### src/rtl/mem_arbiter_if.sv
// Bus bundle for mem_arbiter: fetch port, data port and the shared memory port.
// The master modport is the arbiter's view; slave is the pipeline/memory side.
interface mem_arbiter_if;
    logic        if_req;
    logic [31:0] if_addr;
    logic [31:0] if_rdata;
    logic        if_ack;
    logic        if_stall;

    logic        dm_req;
    logic        dm_we;
    logic [31:0] dm_addr;
    logic [31:0] dm_wdata;
    logic [3:0]  dm_be;
    logic [31:0] dm_rdata;
    logic        dm_ack;
    logic        dm_stall;

    logic        mem_en;
    logic        mem_we;
    logic [31:0] mem_addr;
    logic [31:0] mem_wdata;
    logic [3:0]  mem_be;
    logic [31:0] mem_rdata;

    modport master (
        input  if_req, if_addr, dm_req, dm_we, dm_addr, dm_wdata, dm_be, mem_rdata,
        output if_rdata, if_ack, if_stall, dm_rdata, dm_ack, dm_stall,
        output mem_en, mem_we, mem_addr, mem_wdata, mem_be
    );

    modport slave (
        output if_req, if_addr, dm_req, dm_we, dm_addr, dm_wdata, dm_be, mem_rdata,
        input  if_rdata, if_ack, if_stall, dm_rdata, dm_ack, dm_stall,
        input  mem_en, mem_we, mem_addr, mem_wdata, mem_be
    );
endinterface

### src/rtl/mem_arbiter.sv
// Two-port (fetch/data) arbiter onto a single fixed-latency memory, one transaction
// in flight at a time; data wins unless fetch has been starved for MAXBURST grants.
module mem_arbiter #(
    parameter int unsigned LAT      = 2,
    parameter int unsigned MAXBURST = 4
) (
    input  logic          clk,
    input  logic          rstn,
    mem_arbiter_if.master bus
);

    localparam logic [1:0] IDLE  = 2'd0;
    localparam logic [1:0] ISSUE = 2'd1;
    localparam logic [1:0] WAIT  = 2'd2;
    localparam logic [1:0] DONE  = 2'd3;

    localparam logic [2:0] LatCnt   = 3'(LAT);
    localparam logic [3:0] MaxBurst = 4'(MAXBURST);

    logic [1:0]  state_q, state_d;
    logic [3:0]  starve_q, starve_d;
    logic [2:0]  wcnt_q, wcnt_d;
    logic        gnt_if_q, gnt_if_d;
    logic        we_q, we_d;
    logic [31:0] addr_q, addr_d;
    logic [31:0] wdata_q, wdata_d;
    logic [3:0]  be_q, be_d;
    logic [31:0] if_rdata_q, if_rdata_d;
    logic [31:0] dm_rdata_q, dm_rdata_d;
    logic        pick_if;

    always_comb begin
        state_d    = state_q;
        starve_d   = starve_q;
        wcnt_d     = wcnt_q;
        gnt_if_d   = gnt_if_q;
        we_d       = we_q;
        addr_d     = addr_q;
        wdata_d    = wdata_q;
        be_d       = be_q;
        if_rdata_d = if_rdata_q;
        dm_rdata_d = dm_rdata_q;

        pick_if = bus.if_req && (!bus.dm_req || (starve_q == MaxBurst));

        unique case (state_q)
            IDLE: begin
                if (bus.if_req || bus.dm_req) begin
                    state_d  = ISSUE;
                    gnt_if_d = pick_if;
                    if (pick_if) begin
                        we_d     = 1'b0;
                        addr_d   = bus.if_addr;
                        wdata_d  = 32'd0;
                        be_d     = 4'hF;
                        starve_d = 4'd0;
                    end else begin
                        we_d    = bus.dm_we;
                        addr_d  = bus.dm_addr;
                        wdata_d = bus.dm_wdata;
                        be_d    = bus.dm_be;
                        // Only a data grant that actually bypasses a waiting fetch counts.
                        if (!bus.if_req) begin
                            starve_d = 4'd0;
                        end else if (starve_q != MaxBurst) begin
                            starve_d = starve_q + 4'd1;
                        end
                    end
                end
            end
            ISSUE: begin
                if (we_q) begin
                    state_d = DONE;
                end else begin
                    wcnt_d  = LatCnt;
                    state_d = WAIT;
                end
            end
            WAIT: begin
                wcnt_d = wcnt_q - 3'd1;
                if (wcnt_q == 3'd1) begin
                    state_d = DONE;
                    if (gnt_if_q) begin
                        if_rdata_d = bus.mem_rdata;
                    end else begin
                        dm_rdata_d = bus.mem_rdata;
                    end
                end
            end
            DONE: begin
                state_d = IDLE;
            end
            default: begin
                state_d = IDLE;
            end
        endcase
    end

    always_ff @(posedge clk or negedge rstn) begin
        if (!rstn) begin
            state_q    <= IDLE;
            starve_q   <= 4'd0;
            wcnt_q     <= 3'd0;
            gnt_if_q   <= 1'b0;
            we_q       <= 1'b0;
            addr_q     <= 32'd0;
            wdata_q    <= 32'd0;
            be_q       <= 4'd0;
            if_rdata_q <= 32'd0;
            dm_rdata_q <= 32'd0;
        end else begin
            state_q    <= state_d;
            starve_q   <= starve_d;
            wcnt_q     <= wcnt_d;
            gnt_if_q   <= gnt_if_d;
            we_q       <= we_d;
            addr_q     <= addr_d;
            wdata_q    <= wdata_d;
            be_q       <= be_d;
            if_rdata_q <= if_rdata_d;
            dm_rdata_q <= dm_rdata_d;
        end
    end

    logic if_ack, dm_ack;

    always_comb begin
        if_ack = (state_q == DONE) && gnt_if_q;
        dm_ack = (state_q == DONE) && !gnt_if_q;
    end

    assign bus.if_ack    = if_ack;
    assign bus.dm_ack    = dm_ack;
    assign bus.if_rdata  = if_rdata_q;
    assign bus.dm_rdata  = dm_rdata_q;
    // Stalls are gated by rstn so every output is quiet while reset is held.
    assign bus.if_stall  = rstn && bus.if_req && !if_ack;
    assign bus.dm_stall  = rstn && bus.dm_req && !dm_ack;
    assign bus.mem_en    = (state_q == ISSUE);
    assign bus.mem_we    = we_q;
    assign bus.mem_addr  = addr_q;
    assign bus.mem_wdata = wdata_q;
    assign bus.mem_be    = be_q;

endmodule

### src/flat_wrapper.sv
// flat-port wrapper written by rule: the top's interface ports become plain ports
module mem_arbiter_flat 
#(
    parameter int unsigned LAT      = 2,
    parameter int unsigned MAXBURST = 4
)
  (clk, rstn, bus_if_req, bus_if_addr, bus_dm_req, bus_dm_we, bus_dm_addr, bus_dm_wdata, bus_dm_be, bus_mem_rdata, bus_if_rdata, bus_if_ack, bus_if_stall, bus_dm_rdata, bus_dm_ack, bus_dm_stall, bus_mem_en, bus_mem_we, bus_mem_addr, bus_mem_wdata, bus_mem_be);
  mem_arbiter_if bus_i ();
  input  logic clk;
  input  logic rstn;
  input wire logic [$bits(bus_i.if_req)-1:0] bus_if_req;
  input wire logic [$bits(bus_i.if_addr)-1:0] bus_if_addr;
  input wire logic [$bits(bus_i.dm_req)-1:0] bus_dm_req;
  input wire logic [$bits(bus_i.dm_we)-1:0] bus_dm_we;
  input wire logic [$bits(bus_i.dm_addr)-1:0] bus_dm_addr;
  input wire logic [$bits(bus_i.dm_wdata)-1:0] bus_dm_wdata;
  input wire logic [$bits(bus_i.dm_be)-1:0] bus_dm_be;
  input wire logic [$bits(bus_i.mem_rdata)-1:0] bus_mem_rdata;
  output wire logic [$bits(bus_i.if_rdata)-1:0] bus_if_rdata;
  output wire logic [$bits(bus_i.if_ack)-1:0] bus_if_ack;
  output wire logic [$bits(bus_i.if_stall)-1:0] bus_if_stall;
  output wire logic [$bits(bus_i.dm_rdata)-1:0] bus_dm_rdata;
  output wire logic [$bits(bus_i.dm_ack)-1:0] bus_dm_ack;
  output wire logic [$bits(bus_i.dm_stall)-1:0] bus_dm_stall;
  output wire logic [$bits(bus_i.mem_en)-1:0] bus_mem_en;
  output wire logic [$bits(bus_i.mem_we)-1:0] bus_mem_we;
  output wire logic [$bits(bus_i.mem_addr)-1:0] bus_mem_addr;
  output wire logic [$bits(bus_i.mem_wdata)-1:0] bus_mem_wdata;
  output wire logic [$bits(bus_i.mem_be)-1:0] bus_mem_be;
  assign bus_i.if_req = bus_if_req;
  assign bus_i.if_addr = bus_if_addr;
  assign bus_i.dm_req = bus_dm_req;
  assign bus_i.dm_we = bus_dm_we;
  assign bus_i.dm_addr = bus_dm_addr;
  assign bus_i.dm_wdata = bus_dm_wdata;
  assign bus_i.dm_be = bus_dm_be;
  assign bus_i.mem_rdata = bus_mem_rdata;
  assign bus_if_rdata = bus_i.if_rdata;
  assign bus_if_ack = bus_i.if_ack;
  assign bus_if_stall = bus_i.if_stall;
  assign bus_dm_rdata = bus_i.dm_rdata;
  assign bus_dm_ack = bus_i.dm_ack;
  assign bus_dm_stall = bus_i.dm_stall;
  assign bus_mem_en = bus_i.mem_en;
  assign bus_mem_we = bus_i.mem_we;
  assign bus_mem_addr = bus_i.mem_addr;
  assign bus_mem_wdata = bus_i.mem_wdata;
  assign bus_mem_be = bus_i.mem_be;
  mem_arbiter #(.LAT(LAT), .MAXBURST(MAXBURST)) u_core (.clk(clk), .rstn(rstn), .bus(bus_i));
endmodule
### config.mk
export PLATFORM = sky130hd
export DESIGN_NAME = mem_arbiter_flat
export DESIGN_NICKNAME = d
export VERILOG_FILES = /design/src/rtl/mem_arbiter_if.sv /design/src/rtl/mem_arbiter.sv /design/src/flat_wrapper.sv
export SDC_FILE = /design/constraint.sdc
export NUM_CORES = 1
export LEC_CHECK = 0
export ABC_CLOCK_PERIOD_IN_PS = 3600
export CAP_MARGIN = 20
export CORE_UTILIZATION = 45
export DETAILED_ROUTE_END_ITERATION = 12
export GPL_TIMING_DRIVEN = 0
export PLACE_DENSITY = 0.86
export RECOVER_POWER = 100
export SYNTH_ARGS = -nofsm -noshare
export SYNTH_HDL_FRONTEND = slang
export SYNTH_SLANG_ARGS = --single-unit
export TNS_END_PERCENT = 100
### constraint.sdc
create_clock -name clk -period 3.6 [get_ports clk]
set_input_delay 0.54 -clock clk [delete_from_list [all_inputs] [get_ports clk]]
set_output_delay 0.54 -clock clk [all_outputs]
set_load 0.05 [all_outputs]
Yosys cells after proc, flatten, opt, wreduce, memory -nomap -nowiden
Index checks and enable logic that the tools add are counted.
{"block": "op_classes", "multipliers": 0, "reduce_logical": 21, "add_sub_neg": 2, "shift": 0, "div_mod_pow": 0, "order_cmp": 0, "n_mux": 13, "eq_ne": 10, "n_bitwise": 1}
{"operator": "two-way mux 32 bit", "n": 2}
{"operator": "two-way mux 4 bit", "n": 4}
{"operator": "AND reduction 3 bit", "n": 3}
{"operator": "case mux 2 bit (4 select lines)", "n": 1}
{"operator": "logical AND 1 bit", "n": 7}
{"operator": "case mux 3 bit (2 select lines)", "n": 1}
{"operator": "AND reduction 2 bit", "n": 3}
{"operator": "adder 4 x 1 -> 4 bit, second input constant", "n": 1}
{"operator": "== test 2 bit, second input constant", "n": 2}
{"operator": "== test 4 x 3 -> 1 bit, second input constant", "n": 1}
{"operator": "zero test 1 bit", "n": 4}
{"operator": "two-way mux 2 bit", "n": 2}
{"operator": "!= test 2 x 1 -> 1 bit, second input constant", "n": 2}
{"operator": "!= test 4 x 3 -> 1 bit, second input constant", "n": 1}
{"operator": "== test 3 x 1 -> 1 bit, second input constant", "n": 1}
{"operator": "two-way mux 3 bit", "n": 1}
{"operator": "!= test 3 x 1 -> 1 bit, second input constant", "n": 1}
{"operator": "subtractor 3 x 1 -> 3 bit, second input constant", "n": 1}
{"operator": "== test 2 x 1 -> 1 bit, second input constant", "n": 1}
{"operator": "zero test 2 bit", "n": 1}
{"operator": "logical OR 1 bit", "n": 2}
{"operator": "two-way mux 1 bit", "n": 2}
{"operator": "!= test 2 bit, second input constant", "n": 1}
{"operator": "nonzero test 2 bit", "n": 1}
{"operator": "inverter 1 bit", "n": 1}
{"block": "word_totals", "romBits": 0, "ff_bits": 143, "mem_count": 0, "mem_bits_rw": 0, "in_bits": 137, "word_cells": 57, "latch_bits": 0, "output_inout_bits": 138}

Depth between registers and ports, before layout
{"block": "logic_depth", "depth_word": 5, "ltp_mapped": 7, "ltp_nobuf": 5}

Least setup slack after synthesis
OpenSTA, ideal clock, no wires.
{"block": "synth_path", "path_type": "register to output", "start": "reg u_core.state_q[1]", "end": "out bus_dm_stall", "stages_incl_launch_ff": 4, "n_path_buf": 0, "slack_ps": 1315, "t_arrival_ps": 1745, "t_required_ps": 3060, "path_cell_list": "dfrtp_1 > ha_1 > nor2b_1 > nor2_1"}
{"block": "synth_via", "elab_chain_len": 4}
{"item": "start, declared", "line": "mem_arbiter.sv:20", "text": "logic [1:0] state_q, state_d;"}
{"item": "start signal, assigned", "line": "mem_arbiter.sv:112", "text": "state_q <= state_d;"}
{"item": "== test 2 bit", "line": "mem_arbiter.sv:129", "text": "dm_ack = (state_q == DONE) && !gnt_if_q;"}
{"item": "logical AND 1 bit", "line": "mem_arbiter.sv:129"}
{"item": "net bus_dm_ack", "line": "flat_wrapper.sv:23", "text": "output wire logic [$bits(bus_i.dm_ack)-1:0] bus_dm_ack;"}
{"item": "zero test 1 bit", "line": "mem_arbiter.sv:138", "text": "assign bus.dm_stall = rstn && bus.dm_req && !dm_ack;"}
{"item": "logical AND 1 bit", "line": "mem_arbiter.sv:138"}
{"item": "end, declared", "line": "flat_wrapper.sv:24", "text": "output wire logic [$bits(bus_i.dm_stall)-1:0] bus_dm_stall;"}
The timed path passes the listed nets, and every way through them passes these cells.

Final worst setup path
{"block": "layout_path", "start": "in bus_dm_req", "end": "out bus_dm_stall"}
{"block": "layout_via", "elab_chain_len": 2}
{"item": "start, declared", "line": "flat_wrapper.sv:13", "text": "input wire logic [$bits(bus_i.dm_req)-1:0] bus_dm_req;"}
{"item": "logical AND 1 bit (2 in a row)", "line": "mem_arbiter.sv:138"}
Every way passes these cells.

==> flow_summary.yaml <==
routing:
  drc: 0
  antenna_left: 0
  dr.pass1.iters: 4
  via_count: 5034
  totalWireLength_um: 17350
  drt_iter0_markers: 238
  wl_per_cell_um: 18.17
  vias_per_cell: 5.271
clocking:
  htree_levels: 4
  cts_root_buf: "clkbuf_16"
  cts_buffers: 17
  clkLatencyLatePin_ps: 420
  tritoncts: "yes"
  clock_sinks: 143
  ctsResizeCount: 0
  cts_setup_buffers: 0
  clk_pin_slew_ps: 60
  cts_buffer_depth: 2
  postCtsHoldBufs: 0
logic_synthesis:
  synth_nets: 622
  ys_ff_latch: 143
  yosys.area.top_type_share_pct: 59.48
  post_synth_main_area_contributors: "dfrtp_1, mux2_2, a22o_1"
  syn_inst: 477
  synthDistinctLibCells: 41
  syn_area_um2: 6016
  syn_area_per_cell_um2: 12.61
  yosysSeqAreaShare_pct: 59.48
  yosysTopAreaCell: "dfrtp_1"
  ys_warn_count: 0
sta:
  skew_ps: 7.040
  max_freq_ghz: 0.3003
  tns_ps: 0
  setup_viol: 0
  fin_crit_sh_pct: 92.50
  period_minus_slack_ps: 3330
  finalHoldViolCount: 0
  drv_slew: 96
  tightest_slew_ps: 2240
  relSlewSlack_pct: -49.34
  rsz0062_at_grt: "false"
power_and_ir_drop:
  p_leak_uw: 0.004044
  clockPowerShare_pct: 17.0
  intPower_uw: 5193
  power.total_uw: 9995
  p_seq_share_pct: 27.7
  p_sw_share_pct: 48.04
  pwr-share-comb_pct: 55.3
  switchingPower_uw: 4802
  vdd_drop_max_mv: 0.5362
  power_density_nw_per_um2: 1052
grt:
  grt_pass1_wl_um: 28050
  top_usage_layer: "met2"
  overflow: 0
  antenna_found_initial: 0
  grt_max_degree: 96
  grtUsageMet1_pct: 28.46
  grt_pass1_vias: 5362
  use_met2_pct: 46.80
  grt.met3_usage_pct: 9.254
  grt_use_total_pct: 26.23
outcome:
  status: "finished with violations"
  violations: "max-capacitance violations, max-slew violations"
cells_and_area:
  fin_nets: 915
  multiInputGateArea_um2: 2170
  final_common_cell: "dfrtp_1"
  ff_latch_area_um2: 3578
  finish.utilization_pct: 74.06
  area_delta_synth_final_pct: 57.88
  drive_gt1_share_pct: 14.05
  fillers: 850
  final_cell_mix: "dfrtp_1, dlygate4sd3_1, clkdlybuf4s50_1, nand2_1, mux2_2"
  insertedDiodeCount: 0
floorplanning:
  die_area_um2: 13830
  initial_core_util_pct: 46.91
  coreArea_um2: 12820
  die_w_um: 117.6
  rows: 41
  die_y_um: 117.6
  io_pins: 275
setup_path:
  critical_path.startpoint_type: "input port"
  r2r.worst_path.cells: 6
  cp-end-kind: "output pin"
  reg2reg_from: "u_core.state_q[0]$_DFFE_PN0P_"
  worst_ep_arrival_time_ps: 2790
  critPathRequiredTime_ps: 3060
  r2r_end: "u_core.bus.dm_rdata[17]$_DFFE_PN0P_"
  cp_max_fo: 10
  path_class: "in2out"
  reg2reg_slack_ps: 770
worst_hold_path:
  hold_class: "in2async"
job:
  max_cap_viol_count: 1
place:
  numPortBuffers: 273
  place_congestion: 0.8480
  hpwl_um: 13060
state kept, by name (all words and copies together) (netlist names):
name	cells
u_core.bus.mem_wdata	32
u_core.gnt_if_q	1
u_core.starve_q	4
u_core.state_q	2
u_core.wcnt_q	3
u_core.bus.mem_addr	32
u_core.bus.mem_we	1
u_core.bus.mem_be	4
u_core.bus.if_rdata	32
u_core.bus.dm_rdata	32
synth_stat cells:
cell type / number
nand2_1: 70
a32oi_1: 2
clkbuf_1: 13
o211ai_1: 34
a221o_1: 1
or2_2: 1
nor2b_1: 4
nor3b_4: 1
o21ai_0: 4
a32o_1: 1
o22a_1: 4
ha_1: 8
o21ai_1: 1
and2_1: 1
mux2_2: 63
and3_1: 1
buf_4: 2
and3b_1: 1
nand4b_4: 1
dfrtp_1: 143
nand2b_1: 1
buf_2: 14
or4_1: 1
nand4_1: 32
o21ai_2: 1
buf_1: 1
o22ai_1: 1
nand3b_1: 1
mux2_1: 2
nand2b_4: 1
nand4b_2: 1
inv_1: 8
buf_6: 7
o21a_1: 1
mux2i_1: 1
a21bo_2: 1
nor2_1: 7
a22o_1: 33
nand3_1: 5
nor3b_1: 1
a22oi_1: 1
power groups by stage:
stage	logic (uW)	clock network, uW	registers (uW)
after global placement	5700	0	2770
final	5520	1700	2770
after global routing	5780	1790	2860
after floorplan	1310	0	5230
after detailed placement	5820	0	2820
after CTS	5840	1720	2810
metrics by stage:
stage | area, um^2 | hold slack, ps | worst slack, ps | instances
2_1_floorplan | 6016 | 244.4 | 1315 | 477
3_5_place_dp | 8992 | 490.6 | 414.7 | 923
6_report | 9498 | 47.04 | 270.1 | 955
5_1_grt | 9498 | 74.01 | 146.6 | 955
4_1_cts | 9574 | 67.45 | 392.0 | 955
3_3_place_gp | 8964 | 473.9 | -3756 | 922
cells by family after synthesis:
logic type	count (synthesis)	share of synthesized area, %
muxes	66	12.33
DFF	143	59.48
AOI/OAI and AO/OA	85	11.34
adders and majority gates	8	1.664
buffers and inverters	45	4.097
and+or+nand+nor	130	11.09
metal layers:
layer / wire (um) / vias to the layer above
li1: - / 2335
met1: 6536 / 2441
met2: 8899 / 235
met3: 1552 / 23
met4: 361 / 0
met5: 0 / -
worst max-delay path, stage by stage:
cell and delay, ps:
dlygate4sd3_1 630, buf_4 210, clkbuf_1 350, nand2_1 90, nor2_1 90, dlygate4sd3_1 870
final cells by class:
cell class / count / area share (%)
clock inverter: 13 / 1.462
clock buffer: 19 / 4.663
tap: 172 / 2.266
timing repair buffer: 274 / 28.84
multi-input combinational: 289 / 22.84
sequential: 143 / 37.68
inverter: 8 / 0.3162
buffer: 37 / 1.936
how the worst max path moves through the flow:
stage / from / endpoint / slack (ps) / depth (start not counted)
after detailed placement: bus_dm_req / bus_dm_stall / 410 / 6
after floorplan: u_core.state_q[1]$_DFFE_PN0P_ / bus_dm_stall / 1320 / 3
after global placement: rstn / bus_dm_stall / -3760 / 4
after global routing: bus_dm_req / bus_dm_stall / 150 / 6
after CTS: bus_dm_req / bus_dm_stall / 390 / 6
final: bus_dm_req / bus_dm_stall / 270 / 6
(Power assumes the default switching activity.)
